## config.mk

```make
export PLATFORM = sky130hd
export DESIGN_NAME = div_sched
export DESIGN_NICKNAME = d
export VERILOG_FILES = /design/src/rtl/div_pkg.sv /design/src/rtl/div_core.sv /design/src/rtl/div_sched.sv
export SDC_FILE = /design/constraint.sdc
export NUM_CORES = 1
export LEC_CHECK = 0
export BUFFER_PORTS_ARGS = -buffer_cell sky130_fd_sc_hd__buf_4
export CAP_MARGIN = 25
export CORE_MARGIN = 3
export CORE_UTILIZATION = 41
export DETAILED_ROUTE_END_ITERATION = 7
export GPL_ROUTABILITY_DRIVEN = 0
export MAX_ROUTING_LAYER = met4
export PLACE_DENSITY_LB_ADDON = 0.12
export SKIP_CTS_REPAIR_TIMING = 1
export SYNTH_ARGS = -nofsm -noshare
export SYNTH_HDL_FRONTEND = slang
export SYNTH_SLANG_ARGS = --single-unit
export TNS_END_PERCENT = 10
```

## constraint.sdc

```tcl
create_clock -name clk -period 1.9 [get_ports clk]
set_input_delay 0.095 -clock clk [delete_from_list [all_inputs] [get_ports clk]]
set_output_delay 0.095 -clock clk [all_outputs]
set_load 0.05 [all_outputs]
```

## src/rtl/div_pkg.sv

```systemverilog
// Shared types and constants for the divider scheduler and its core.
package div_pkg;

    // Default operand/quotient width and number of core iterations.
    localparam int DEF_WIDTH = 4;

    // Quotient returned on divide-by-zero, sliced to the operand width by users.
    localparam logic [63:0] DZ_Q = '1;

    // Scheduler states.
    typedef enum logic [1:0] {
        IDLE = 2'd0,
        LOAD = 2'd1,
        RUN  = 2'd2,
        DONE = 2'd3
    } state_t;

endpackage

```

## src/rtl/div_core.sv

```systemverilog
// Restoring divider core: one quotient bit per enabled cycle, MSB first.
module div_core
    import div_pkg::*;
#(
    parameter int WIDTH = DEF_WIDTH
) (
    input  logic             clk,
    input  logic             rst_n,
    input  logic             ld,
    input  logic             en,
    input  logic [WIDTH-1:0] a,
    input  logic [WIDTH-1:0] b,
    output logic [WIDTH-1:0] q
);

    // Partial remainder and divisor are wide enough to hold b shifted up by WIDTH-1.
    localparam int RW = 2 * WIDTH - 1;

    logic [RW-1:0]    r_rem;
    logic [RW-1:0]    r_div;
    logic [WIDTH-1:0] r_q;
    logic             w_ge;

    assign w_ge = (r_rem >= r_div);
    assign q    = r_q;

    // Load operands on ld; on en subtract when possible, walk the divisor down and shift in a quotient bit.
    always_ff @(posedge clk or negedge rst_n) begin
        if (!rst_n) begin
            r_rem <= '0;
            r_div <= '0;
            r_q   <= '0;
        end else if (ld) begin
            r_rem <= {{(WIDTH-1){1'b0}}, a};
            r_div <= {b, {(WIDTH-1){1'b0}}};
            r_q   <= '0;
        end else if (en) begin
            if (w_ge) begin
                r_rem <= r_rem - r_div;
            end
            r_div <= r_div >> 1;
            r_q   <= {r_q[WIDTH-2:0], w_ge};
        end
    end

endmodule

```

## src/rtl/div_sched.sv

```systemverilog
// Two-port round-robin arbiter and sequencer driving the shared divider core.
module div_sched
    import div_pkg::*;
#(
    parameter int WIDTH = DEF_WIDTH
) (
    input  logic             clk,
    input  logic             rst_n,
    input  logic             req0_valid,
    output logic             req0_ready,
    input  logic [WIDTH-1:0] req0_a,
    input  logic [WIDTH-1:0] req0_b,
    input  logic             req1_valid,
    output logic             req1_ready,
    input  logic [WIDTH-1:0] req1_a,
    input  logic [WIDTH-1:0] req1_b,
    output logic             rsp_valid,
    input  logic             rsp_ready,
    output logic [WIDTH-1:0] rsp_q,
    output logic             rsp_dz,
    output logic             rsp_id,
    output logic             busy
);

    // Iteration counter counts WIDTH-1 down to 0, one step per RUN cycle.
    localparam int            CW       = (WIDTH > 1) ? $clog2(WIDTH) : 1;
    localparam logic [CW-1:0] CNT_LAST = CW'(WIDTH - 1);

    state_t           r_state;
    state_t           w_next;
    logic             r_rr;
    logic             r_id;
    logic             r_dz;
    logic [WIDTH-1:0] r_a;
    logic [WIDTH-1:0] r_b;
    logic [CW-1:0]    r_cnt;

    logic             w_any;
    logic             w_grant;
    logic             w_accept;
    logic [WIDTH-1:0] w_sel_a;
    logic [WIDTH-1:0] w_sel_b;
    logic             w_core_ld;
    logic             w_core_en;
    logic [WIDTH-1:0] w_core_q;

    // Grant the lone valid port, or the round-robin pointer when both are valid.
    assign w_any      = req0_valid | req1_valid;
    assign w_grant    = (req0_valid && req1_valid) ? r_rr : req1_valid;
    assign req0_ready = rst_n && (r_state == IDLE) && w_any && !w_grant;
    assign req1_ready = rst_n && (r_state == IDLE) && w_any && w_grant;
    assign w_accept   = req0_ready | req1_ready;
    assign w_sel_a    = w_grant ? req1_a : req0_a;
    assign w_sel_b    = w_grant ? req1_b : req0_b;

    // Response is presented only in DONE and is all zero otherwise.
    assign rsp_valid = (r_state == DONE);
    assign rsp_q     = rsp_valid ? (r_dz ? DZ_Q[WIDTH-1:0] : w_core_q) : '0;
    assign rsp_dz    = rsp_valid && r_dz;
    assign rsp_id    = rsp_valid && r_id;
    assign busy      = (r_state != IDLE);

    // State register.
    always_ff @(posedge clk or negedge rst_n) begin
        if (!rst_n) begin
            r_state <= IDLE;
        end else begin
            r_state <= w_next;
        end
    end

    // Next-state and core control; a zero divisor skips the core entirely.
    always_comb begin
        w_next    = r_state;
        w_core_ld = 1'b0;
        w_core_en = 1'b0;
        case (r_state)
            IDLE: begin
                if (w_accept) begin
                    w_next = (w_sel_b == '0) ? DONE : LOAD;
                end
            end
            LOAD: begin
                w_core_ld = 1'b1;
                w_next    = RUN;
            end
            RUN: begin
                w_core_en = 1'b1;
                if (r_cnt == '0) begin
                    w_next = DONE;
                end
            end
            DONE: begin
                if (rsp_ready) begin
                    w_next = IDLE;
                end
            end
            default: w_next = IDLE;
        endcase
    end

    // Capture the accepted request, move the pointer past the winner and run the iteration counter.
    always_ff @(posedge clk or negedge rst_n) begin
        if (!rst_n) begin
            r_rr  <= 1'b0;
            r_id  <= 1'b0;
            r_dz  <= 1'b0;
            r_a   <= '0;
            r_b   <= '0;
            r_cnt <= '0;
        end else begin
            if (w_accept) begin
                r_a  <= w_sel_a;
                r_b  <= w_sel_b;
                r_id <= w_grant;
                r_dz <= (w_sel_b == '0);
                r_rr <= ~w_grant;
            end
            if (r_state == LOAD) begin
                r_cnt <= CNT_LAST;
            end else if ((r_state == RUN) && (r_cnt != '0)) begin
                r_cnt <= r_cnt - 1'b1;
            end
        end
    end

    div_core #(
        .WIDTH (WIDTH)
    ) u_core (
        .clk   (clk),
        .rst_n (rst_n),
        .ld    (w_core_ld),
        .en    (w_core_en),
        .a     (r_a),
        .b     (r_b),
        .q     (w_core_q)
    );

endmodule

```

==> run metrics <==
status finished, violations left; violated checks negative setup slack; H-tree Lvls 2; Tcrit/Tclk final 103%; io pins 31; ys async rst share between 90% and 100%; Skew-Pair Late Insertion Delay around 0.27 ns; Rel. slew slack about two thirds; Fin Hold WS approximately 0.047 ns; final setup violation count 3; post-route minimum period 1.95 ns; final wirelength around 4300 um; placed insts roughly 290; DR DRC count 0; number of DRC markers in iteration 0 102; Sink Count 33; total grt overflow 0; final antenna-violating net count 0; DR WL/cell about 15 um; Design Power approximately 4800 uW; Detailed Place HPWL roughly 3200 um; layout filler cell count between 400 and 500; DR pass1 iterations 4; Slew @ Worst Pin roughly 0.51 ns; WHS Endpoint r_a[0]; synthesized instance count between 150 and 200; final worst slack -0.0475 ns; Max Root-Sink Buffers 2; largest cells by area after synthesis dfrtp_1 (44%), ha_1 (8.6%), mux2i_1 (5.3%); register area just over 800 um2; Yosys top cell area share between 40% and 50%; Buf+Inv Stages, Crit Path 1; Clock Root Buffer clkbuf_8; Layout area overhead 29.3%; # port buffers 30; vias per std cell 5.18; reg2reg setup slack -0.05 ns; Worst R2R Start u_core.r_rem[0]; syn_area_per_cell between 9 and 10 um2; FMAX 0.513 GHz; Pins Over Slew Limit 0; max incr delay on CP roughly 0.38 ns; diodes inserted 0; CP required around 2.1 ns; P per Cell Area 1950 nW/um2; Net Count, Synth about 230; Die ar. 5450 um2; Synth Cell Area roughly 1900 um2; register area share after synthesis approximately 44%; RSZ-0062 raised after global routing true; CORE AREA ~4400 um2; Post-synth EDFFs 0; Detail Route met3 WL 180 um; vias ~1500; Critical path origin u_core.r_rem[0]; WL met2 2090 um; R2R cell count 8; Hold/Removal Path Class in2reg; Synth top cells by count dfrtp_1 (33), inv_1 (18), nand2_1 (18), o21ai_0 (18), ha_1 (13); CP max FO 2; TritonCTS clock tree done; first-pass GRT wire length around 7000 um; final non-filler cell total 294; post-synthesis register bit count 33; final hold vios 0; number of CTS-inserted buffers 5; nets about 280; Hold Crit Start req1_a[0]; synth unique cells 38; Worst VDD drop ~0.92 mV; wire length on met1 between 1500 and 2000 um; worst r2r dst u_core.r_rem[6]; layout cells sized above 1 between 30% and 40%; WS Path Type reg2reg; Multi-input gate area a little over 1000 um2; total track usage 17.6%; vias in the first global route about 1600; die width 73.8 um; CP endpoint kind flip-flop; Main synth FF type dfrtp_1; CP top delay family compound AO/OA/AOI/OAI gates; pin count of the biggest net entering global routing 34; cell with the most instances after synthesis dfrtp_1; crit path cell chain inv_2 > ha_4 > fa_2 > nor2b_4 > o31a_1 > o21a_1 > or3_1 > a32o_1; row count 24; post-synth top area cell dfrtp_1; Static Leakage between 0.001 and 0.0015 uW; Worst Path Arrival 2.11 ns; initial core utilization 43.0%; die height roughly 74 um; Clock Skews ~0.0039 ns; initial antenna violation count 0; synth warn 0; CP startpoint kind flip-flop; clock transition at the registers of the reported paths 0.06 ns; CP max stage cell dfrtp_1; Max Cap Violations 0; max layer used met4; WHS Path Cells 3
[worst max path at each step]
stage                                 end  slack, ns  depth (start not counted)
after floorplan           u_core.r_rem[6]      -0.02                          8
after global placement    u_core.r_rem[6]      -0.06                          8
after detailed placement  u_core.r_rem[6]      -0.12                          8
after CTS                 u_core.r_rem[6]      -0.14                          8
after global routing      u_core.r_rem[3]      -0.13                          7
final                     u_core.r_rem[6]      -0.05                          8
[cell type report]
class,count,share of cell area (%)
Clock buffer,5,2.82
Clock inverter,1,0.205
Inverter,18,2.77
Multi-Input combinational cell,136,42.3
Sequential cell,33,33.9
Tap cell,52,2.67
Timing Repair Buffer,49,15.3
[stage by stage]
| step | area (um2) | setup WS (ns) | TNS (ns) | util [%] |
|---|---|---|---|---|
| after floorplan | 1890 | -0.0240 | -0.0240 | - |
| after global placement | 2280 | -0.0579 | -0.0774 | 52.1 |
| after detailed placement | 2280 | -0.118 | -0.129 | 52.1 |
| after CTS | 2360 | -0.136 | -0.285 | 53.8 |
| after global routing | 2440 | -0.125 | -0.664 | 55.6 |
| final | 2440 | -0.0475 | -0.116 | 55.6 |
[metal layers]
layer	vias to the layer above	track usage [%]
li1	775	-
met1	711	22.3
met2	33	27.8
met3	4	3.28
met4	0	6.84
met5	-	-
[placed cells by master (no fill, tap or decap), drive strengths merged, types with 8 or more instances in the layout]
master	count
dfrtp	33
nand2	18
nor2	11
o21a	8
inv	18
mux2i	10
a21oi	10
o21ai	21
buf	48
ha	13
[power by group]
part | leakage (uW) | switching [uW] | internal [uW]
Sequential | 0.000411 | 209 | 1030
Combinational | 0.000753 | 1600 | 1440
Clock | 0.0000399 | 234 | 241
Total | 0.00120 | 2040 | 2710
[registers in the layout, indices dropped and copies added (netlist names)]
signal / cells
u_core.r_div: 7
u_core.r_rem: 7
r_a: 4
r_b: 4
u_core.q: 4
r_cnt: 2
r_state: 2
r_dz: 1
r_id: 1
r_rr: 1
[tightest hold or removal path: stages]
cell and delay, ns:
buf_4 0.07, a22oi_1 0.06, nand2_1 0.06
[cells by family after synthesis]
family | Yosys count | synth area share [%]
compound gates | 58 | 20.6
xor+xnor | 2 | 0.929
fa+ha+maj | 14 | 9.69
buf+inv | 24 | 4.78
flops | 33 | 43.8
mux | 13 | 7.10
simple gates | 49 | 13.1
Note: power is estimated with default switching activity, not from simulation.
